$ cat config.mk
export PLATFORM = sky130hd
export DESIGN_NAME = delay_count_sampler
export DESIGN_NICKNAME = d
export VERILOG_FILES = /design/src/rtl/delay_pkg.sv /design/src/rtl/delay_sample_fifo.sv /design/src/rtl/delay_count_sampler.sv
export SDC_FILE = /design/constraint.sdc
export NUM_CORES = 1
export LEC_CHECK = 0
export BUFFER_PORTS_ARGS = -buffer_cell sky130_fd_sc_hd__buf_4
export CORE_MARGIN = 2
export CORE_UTILIZATION = 30
export DETAILED_ROUTE_END_ITERATION = 10
export MAX_ROUTING_LAYER = met4
export PLACE_DENSITY_LB_ADDON = 0.2
export SYNTH_ARGS = -nofsm -noshare
export SYNTH_HDL_FRONTEND = slang
export SYNTH_SLANG_ARGS = --single-unit
$ cat constraint.sdc
create_clock -name clk -period 4 [get_ports clk]
set_input_delay 0.2 -clock clk [delete_from_list [all_inputs] [get_ports clk]]
set_output_delay 0.2 -clock clk [all_outputs]
set_load 0.01 [all_outputs]
$ cat src/rtl/delay_pkg.sv
// ---------------------------------------------------------------------------
// delay_pkg
// Shared definitions for the delay_count_sampler slice.
//   DELAY_W  : default width of the sampled counter value and of each delta
//   state_t  : sampler state (S_IDLE = no previous sample, S_ARMED = have one)
//   clog2    : ceiling log2, used to size pointers and the occupancy count
// ---------------------------------------------------------------------------
package delay_pkg;

    localparam int DELAY_W = 32;

    // Explicit 1-bit encoding so the state maps directly onto io_armed.
    typedef enum logic [0:0] {
        S_IDLE  = 1'b0,
        S_ARMED = 1'b1
    } state_t;

    // Ceiling log2 for elaboration-time sizing: clog2(4)=2, clog2(5)=3.
    function automatic int clog2(input int value);
        int result;
        result = 0;
        for (int i = 0; i < 31; i++) begin
            if ((1 << i) < value) begin
                result = i + 1;
            end
        end
        return result;
    endfunction

endpackage

$ cat src/rtl/delay_sample_fifo.sv
// ---------------------------------------------------------------------------
// delay_sample_fifo
// Small synchronous FIFO holding the measured deltas.
//   clk      in   sole clock
//   i_rst_n  in   synchronous active-low reset (pointers and count to 0)
//   i_push   in   write request; accepted when not full, or when full and a
//                 pop happens in the same cycle
//   i_data   in   WIDTH-bit entry to write
//   i_pop    in   read request; ignored while empty
//   o_data   out  head entry (registered storage, meaningful when !o_empty)
//   o_full   out  occupancy == DEPTH
//   o_empty  out  occupancy == 0
//   o_count  out  occupancy, clog2(DEPTH+1) bits
// Pointers are clog2(DEPTH) bits and wrap on their own because DEPTH is a
// power of two; the separate count tells full from empty.
// ---------------------------------------------------------------------------
module delay_sample_fifo
    import delay_pkg::*;
#(
    parameter  int WIDTH = DELAY_W,
    parameter  int DEPTH = 4,
    localparam int PW    = clog2(DEPTH),
    localparam int CW    = clog2(DEPTH + 1)
) (
    input  logic             clk,
    input  logic             i_rst_n,
    input  logic             i_push,
    input  logic [WIDTH-1:0] i_data,
    input  logic             i_pop,
    output logic [WIDTH-1:0] o_data,
    output logic             o_full,
    output logic             o_empty,
    output logic [CW-1:0]    o_count
);

    localparam logic [CW-1:0] FULL_CNT = CW'(DEPTH);
    localparam logic [CW-1:0] CNT_ONE  = CW'(1);
    localparam logic [PW-1:0] PTR_ONE  = PW'(1);

    logic [WIDTH-1:0] r_mem [DEPTH];
    logic [PW-1:0]    r_wr_ptr;
    logic [PW-1:0]    r_rd_ptr;
    logic [CW-1:0]    r_count;

    logic w_pop_ok;
    logic w_push_ok;

    assign o_full  = (r_count == FULL_CNT);
    assign o_empty = (r_count == '0);
    assign o_count = r_count;
    assign o_data  = r_mem[r_rd_ptr];

    // A pop on a full FIFO frees the slot the concurrent push writes into.
    assign w_pop_ok  = i_pop && !o_empty;
    assign w_push_ok = i_push && (!o_full || w_pop_ok);

    always_ff @(posedge clk) begin
        if (!i_rst_n) begin
            r_wr_ptr <= '0;
            r_rd_ptr <= '0;
            r_count  <= '0;
        end else begin
            if (w_push_ok) begin
                r_wr_ptr <= r_wr_ptr + PTR_ONE;
            end
            if (w_pop_ok) begin
                r_rd_ptr <= r_rd_ptr + PTR_ONE;
            end
            case ({w_push_ok, w_pop_ok})
                2'b10:   r_count <= r_count + CNT_ONE;
                2'b01:   r_count <= r_count - CNT_ONE;
                default: r_count <= r_count;
            endcase
        end
    end

    // Storage carries no reset; stale contents are unreachable once the
    // pointers are cleared.
    always_ff @(posedge clk) begin
        if (i_rst_n && w_push_ok) begin
            r_mem[r_wr_ptr] <= i_data;
        end
    end

endmodule

$ cat src/rtl/delay_count_sampler.sv
// ---------------------------------------------------------------------------
// delay_count_sampler
// Samples an upstream free-running counter on each trigger and queues the
// modular delta since the previous sample, measuring inter-event intervals.
//   clk           in   sole clock
//   reset         in   synchronous active-low reset; overrides everything
//   io_in         in   WIDTH-bit counter value
//   io_trig       in   sample request for this cycle
//   io_out_valid  out  head delta available
//   io_out_ready  in   consumer takes the head this cycle
//   io_out_bits   out  head delta
//   io_count      out  FIFO occupancy
//   io_armed      out  a previous sample is held (sampler state)
//   io_overflow   out  sticky: a delta was dropped on a full FIFO
//
// Output handshake: an entry transfers at a posedge where io_out_valid and
// io_out_ready are both 1; io_out_valid never depends on io_out_ready, and
// io_out_bits/io_out_valid hold steady until that transfer edge.
//
// All outputs come from registers; io_in and io_trig only reach state.
// ---------------------------------------------------------------------------
module delay_count_sampler
    import delay_pkg::*;
#(
    parameter  int WIDTH = DELAY_W,
    parameter  int DEPTH = 4,
    localparam int CW    = clog2(DEPTH + 1)
) (
    input  logic             clk,
    input  logic             reset,
    input  logic [WIDTH-1:0] io_in,
    input  logic             io_trig,
    output logic             io_out_valid,
    input  logic             io_out_ready,
    output logic [WIDTH-1:0] io_out_bits,
    output logic [CW-1:0]    io_count,
    output logic             io_armed,
    output logic             io_overflow
);

    state_t           r_state;
    logic [WIDTH-1:0] r_prev;
    logic             r_overflow;

    logic [WIDTH-1:0] w_delta;
    logic             w_push;
    logic             w_pop;
    logic             w_full;
    logic             w_empty;
    logic             w_drop;

    // Unsigned subtraction wraps modulo 2^WIDTH, so a counter rollover
    // between samples still yields the true tick distance.
    assign w_delta = io_in - r_prev;

    // Only an armed sampler has a reference sample to measure against.
    assign w_push = io_trig && (r_state == S_ARMED);
    assign w_pop  = !w_empty && io_out_ready;

    // Full with no concurrent pop: the delta is lost.
    assign w_drop = w_push && w_full && !w_pop;

    delay_sample_fifo #(
        .WIDTH (WIDTH),
        .DEPTH (DEPTH)
    ) u_fifo (
        .clk     (clk),
        .i_rst_n (reset),
        .i_push  (w_push),
        .i_data  (w_delta),
        .i_pop   (w_pop),
        .o_data  (io_out_bits),
        .o_full  (w_full),
        .o_empty (w_empty),
        .o_count (io_count)
    );

    always_ff @(posedge clk) begin
        if (!reset) begin
            r_state    <= S_IDLE;
            r_prev     <= '0;
            r_overflow <= 1'b0;
        end else begin
            if (io_trig) begin
                // The reference moves on every trigger, even when the delta
                // is dropped, so the next delta measures from this sample.
                r_prev <= io_in;
                case (r_state)
                    S_IDLE:  r_state <= S_ARMED;
                    S_ARMED: r_state <= S_ARMED;
                    default: r_state <= S_IDLE;
                endcase
            end
            if (w_drop) begin
                r_overflow <= 1'b1;
            end
        end
    end

    assign io_out_valid = !w_empty;
    assign io_armed     = (r_state == S_ARMED);
    assign io_overflow  = r_overflow;

endmodule
## Word-level counts from Yosys, hierarchy flattened

Memories as Yosys holds them, arrays and structs flattened. A register that Yosys moved wholly into a read port is not among the register bits.
Index checks and enable logic that the tools add are counted.

| word-level totals | value |
|---|---|
| bits in registers | 41 |
| output and inout bits | 38 |
| memories kept | 1 |
| logic and storage cells | 33 |
| bits in writable memories | 128 |
| input bits | 36 |

| operators by class | value |
|---|---|
| equality and inequality tests | 3 |
| multiplexer cells | 5 |
| add/subtract/negate cells | 5 |
| reductions and logical operators | 13 |

Memory list:

| name | words | bits a word | read ports | clocked after Yosys merged registers in | wr ports | line | text |
|---|---|---|---|---|---|---|---|
| u_fifo.r_mem | 4 | 32 | 1 | 1 | 1 | delay_sample_fifo.sv:40 | `logic [WIDTH-1:0] r_mem [DEPTH];` |

Operator list:

| kind | number |
|---|---|
| $sub A32 B32 Y32 | 1 |
| $logic_and A1 B1 Y1 | 7 |
| $pmux W3 S2 | 1 |
| $add A2 B1 Y2 const B | 2 |
| $mux W2 | 2 |
| $add A3 B1 Y3 const B | 1 |
| $eq A3 B3 Y1 const B | 1 |
| $logic_not A1 Y1 | 3 |
| $logic_not A3 Y1 | 1 |
| $sub A3 B1 Y3 const B | 1 |
| $eq A2 B1 Y1 const B | 1 |
| $eq A2 B2 Y1 const B | 1 |
| $mux W1 | 2 |
| $reduce_bool A2 Y1 | 1 |
| $logic_or A1 B1 Y1 | 1 |

## Depth between registers and ports, before layout

| logic depth | value |
|---|---|
| depth after elaboration | 9 |
| depth in mapped cells | 10 |
| depth with buffers taken out | 10 |

## Cells and area by module

Synthesis repeated with hierarchy kept, for this count alone.

| second synthesis, totals | value |
|---|---|
| cells, all modules | 618 |
| area, all modules | 8,276.7 um2 |

By module, submodules not included:

| module | area an instance (um2) | instances | seq. area each (um2) | cells an instance |
|---|---|---|---|---|
| delay_sample_fifo | 5,112.4 | 1 | 4,023.9 | 221 |
| delay_count_sampler | 3,164.3 | 1 | 680.7 | 397 |

## Worst setup path after synthesis

No wires, ideal clock.

| path | value |
|---|---|
| kind | flip-flop to flip-flop |
| start | register r_prev[0] |
| end | memory u_fifo.r_mem[0][30] in the netlist's numbering, data pin |
| stages on the path, launching flop included | 10 |
| path buffers | 0 |
| period minus slack after synthesis | 2.823 ns |
| arrival time | 2.593 ns |
| data required time | 3.770 ns |
| library setup time | 0.230 ns |
| path slack | 1.177 ns |
| cells stage by stage | dfxtp_1 > ha_1 > fa_1 > and2b_1 > o2111ai_2 > a2111oi_4 > nor3_2 > a211o_1 > nor4b_4 > a2111oi_2 |

| on the way | value |
|---|---|
| word-level cells in the longest chain between the ends | 1 |

Ends and longest elaborated chain:

| item | line | text |
|---|---|---|
| from (decl) | delay_count_sampler.sv:42 | `logic [WIDTH-1:0] r_prev;` |
| from (signal assigned) | delay_count_sampler.sv:87 | `r_prev <= io_in;` |
| $sub A32 B32 Y32 | delay_count_sampler.sv:54 | `assign w_delta = io_in - r_prev;` |
| named net u_fifo.i_data[30] | delay_sample_fifo.sv:28 | `input logic [WIDTH-1:0] i_data,` |
| to (decl) | delay_sample_fifo.sv:40 |  |

The timed path passes the listed nets, and every way through them passes these cells.

## Final worst setup path

| path | value |
|---|---|
| start | register r_prev[0] |
| end | memory u_fifo.r_mem[1][30] in the netlist's numbering, data pin |

The elaborated chain is that of the path after synthesis.

==> impl_metrics.csv <==
group,metric,value,unit
status,status,"complete, no violations",
clock_network,hold_buffers,0,
sta,clock_skew,0.0109,ns
cells_and_area,multi_input_area,3250,µm²
logic_synthesis,syn_inst,611,
clock_network,clk_pin_slew,0.07,ns
sta,setup_ws,0.797,ns
logic_synthesis,ys_ff_latch,171,
logic_synthesis,syn_area_per_cell,13.4,µm²
worst_setup_path,path_cells,"ha_1, fa_1, and2b_1, o2111ai_2, a2111oi_4, nor3_2, a211o_1, nor4b_4, a2111oi_2",
global_routing,grt_pass1_vias,5200,
power,cellLeakagePower,0.00351,µW
logic_synthesis,ys_warn_count,0,
global_routing,antenna_found_initial,0,
logic_synthesis,synth.top_cell.area_share,46.8,%
floorplan,start_util,30.5,%
cells_and_area,ff_latch_area,4710,µm²
floorplan,placementRows,60,
detailed_routing,firstDrtPassIters,4,
floorplan,dieArea,28700,µm²
cells_and_area,num-fill-cells,2574,
floorplan,io_pins,74,
placement,dp_hpwl,11.9,mm
detailed_routing,ant_nets,0,
cells_and_area,antenna_cells,0,
clock_network,clk_path_buf_depth,2,
worst_setup_path,critPathCaptureType,"register",
worst_setup_path,path_max_fanout,5,
sta,setup_viol,0,
power,p_total,5000,µW
detailed_routing,drcViolationCount,0,
sta,finalCritPeriodShare,80.1,%
detailed_routing,wl_per_cell,17.3,µm
cells_and_area,finalCoreUtilization,36.1,%
cells_and_area,drive_gt1_share,21.7,%
clock_network,cts.sinks,171,
cells_and_area,nets,757,
global_routing,grt_use_total,13.5,%
logic_synthesis,syn_area,8220,µm²
sta,drv_slew,0,
sta,final_hold_viol_count,0,
floorplan,die_x,170,µm
detailed_routing,viasPerCell,4.79,
sta,finalCriticalPeriod,3.20,ns
clock_network,post-cts-setup-buffers,0,
clock_network,cts_max_level,4,
logic_synthesis,synthArstFlopShare,0,%
logic_synthesis,ys_types,53,
flow_run,drv_cap,0,
clock_network,clock_latency,0.43,ns
global_routing,grt_pass1_wl,28.6,mm
cells_and_area,syn_to_final_growth,18.5,%
clock_network,clock-root-buffer,"clkbuf_16",
clock_network,numCtsBuffers,17,
hold_path,hold_path_class,"in2reg",
worst_setup_path,worst_path_max_delay_cell,"a2111oi_2",
worst_setup_path,cp_data_required_time,4.17,ns
clock_network,ctsResizeCount,0,
placement,io_buffers,73,
worst_setup_path,slowest_delay,0.45,ns
clock_network,cts_tree,"yes",
detailed_routing,vias,4971,
placement,pre_cts_ws,0.790,ns
floorplan,die_h,170,µm
logic_synthesis,ys.flop_type,"edfxtp_1",
power,ir_drop,288,µV
sta,maxSlewHeadroom,46.0,%
logic_synthesis,synth_fp_nets,684,
detailed_routing,initialDrtViolationCount,284,
worst_setup_path,crit_type,"reg2reg",
floorplan,core,27000,µm²
logic_synthesis,yosysSeqAreaShare,57.2,%
global_routing,grt_start_max_net_pins,47,
detailed_routing,finalWirelength,18.0,mm
global_routing,grt_overflow,0,
sta,worst_slew_pin_slew,0.803,ns
logic_synthesis,synthTopCellsByArea,"edfxtp_1, dfxtp_1, mux4_2",
worst_setup_path,arrival,3.37,ns
logic_synthesis,yosysTopAreaCell,"edfxtp_1",
worst_setup_path,startpoint_type,"register",
sta,fmax,312,MHz
logic_synthesis,synth_edf_count,128,
power,p_per_area,514,nW/µm²
placement,gp_congestion,0.890,
sta,tns,0,ns
sta,rsz0062_at_grt,"no",
## per-stage QoR
step / area, µm² / cells / hold slack, ns
floorplan: 8220 / 611 / 0.369
global placement: 9140 / 1006 / 0.476
detailed placement: 9140 / 1006 / 0.483
CTS: 9740 / 1038 / 0.0276
global route: 9740 / 1038 / 0.0452
finish: 9740 / 1038 / 0.0447
## where the power goes
group	internal, µW	total (µW)	switching (µW)
clock	991	1690	699
combinational	578	1190	611
sequential	2050	2120	70.5
total	3620	5000	1380
## flip-flops by register name (all words and copies together), names as in the netlist, named ones only
signal / flops
r_prev: 32
io_overflow: 1
u_fifo.r_mem: 128
u_fifo.r_wr_ptr: 2
u_fifo.r_rd_ptr: 2
u_fifo.o_count: 3
io_armed: 1
## cell families after synthesis
family | after synthesis | share of synthesized area, %
flops | 171 | 57.2
simple gates | 134 | 8.80
compound gates | 104 | 8.65
fa+ha+maj | 37 | 5.82
mux | 66 | 12.9
buf+inv | 67 | 3.15
xor+xnor | 32 | 3.41
## routing by layer
layer | global-route usage (%) | routed length, µm
met1 | 17.8 | 8760
met2 | 21.3 | 8480
met3 | 2.17 | 530
met4 | 4.50 | 199
met5 | - | 0
## worst max-delay path, delay by kind of cell (launching register included)
family                   cells  cell delay (ns)
AO/OA/AOI/OAI                4             1.48
flip-flops                   1             0.31
AND/OR/NAND/NOR              3             0.54
adder cells (fa/ha/maj)      2             0.60
## cells in the mapped netlist (11+ instances only)
cell type and instances:
clkbuf_1 11, xnor2_1 23, o21ai_0 16, inv_1 42, a21oi_1 33, mux4_2 32, edfxtp_1 128, nor2b_1 35
mux2i_1 33, ha_1 35, nand2_1 30, a21o_1 13, nor2_1 25, dfxtp_1 43
## path summary, 6_finish.rpt
path | from | to | slack (ns) | depth (start not counted)
worst max-delay path | r_prev[0] | u_fifo.r_mem[1][30] | 0.80 | 9
worst min-delay path | io_in[29] | r_prev[29] | 0.04 | 3
worst max register to register | r_prev[0] | u_fifo.r_mem[1][30] | 0.80 | 9
worst min register to register | io_overflow | io_overflow | 0.51 | 2
## cell usage in the layout (no fill, tap or decap), types with 2 or more instances in the layout
cell / netlist / layout
o31ai_1: 3 / 3
a21o_1: 13 / 13
nor2b_1: 35 / 35
bufinv_16: 0 / 3
a2111oi_2: 2 / 2
nand2b_1: 6 / 6
dfxtp_1: 43 / 42
o21a_1: 8 / 8
a211oi_1: 4 / 4
xor2_1: 9 / 9
a311oi_1: 2 / 2
clkbuf_16: 0 / 17
clkinvlp_4: 0 / 3
o21bai_1: 2 / 2
o21ai_0: 16 / 16
a211o_1: 3 / 3
buf_4: 0 / 79
edfxtp_1: 128 / 128
o211ai_1: 4 / 4
nor3_1: 4 / 4
nand3_1: 4 / 4
xnor2_1: 23 / 23
mux2i_1: 33 / 33
and3_1: 6 / 6
inv_1: 42 / 42
ha_1: 35 / 35
nor2_1: 25 / 25
and2_1: 8 / 8
inv_6: 0 / 4
a31oi_1: 4 / 4
nand2_1: 30 / 30
or3_1: 2 / 2
nand4_1: 6 / 6
fa_1: 2 / 2
a21oi_1: 33 / 33
clkbuf_1: 11 / 3
mux4_2: 32 / 32
## area by class of cell
type	count	area share (%)
Multi-Input combinational cell	373	33.4
Timing Repair Buffer	79	6.09
Tap cell	341	4.38
Sequential cell	171	48.3
Clock inverter	12	1.66
Clock buffer	20	4.49
Inverter	42	1.62
Power figures use the tool's default switching activity.
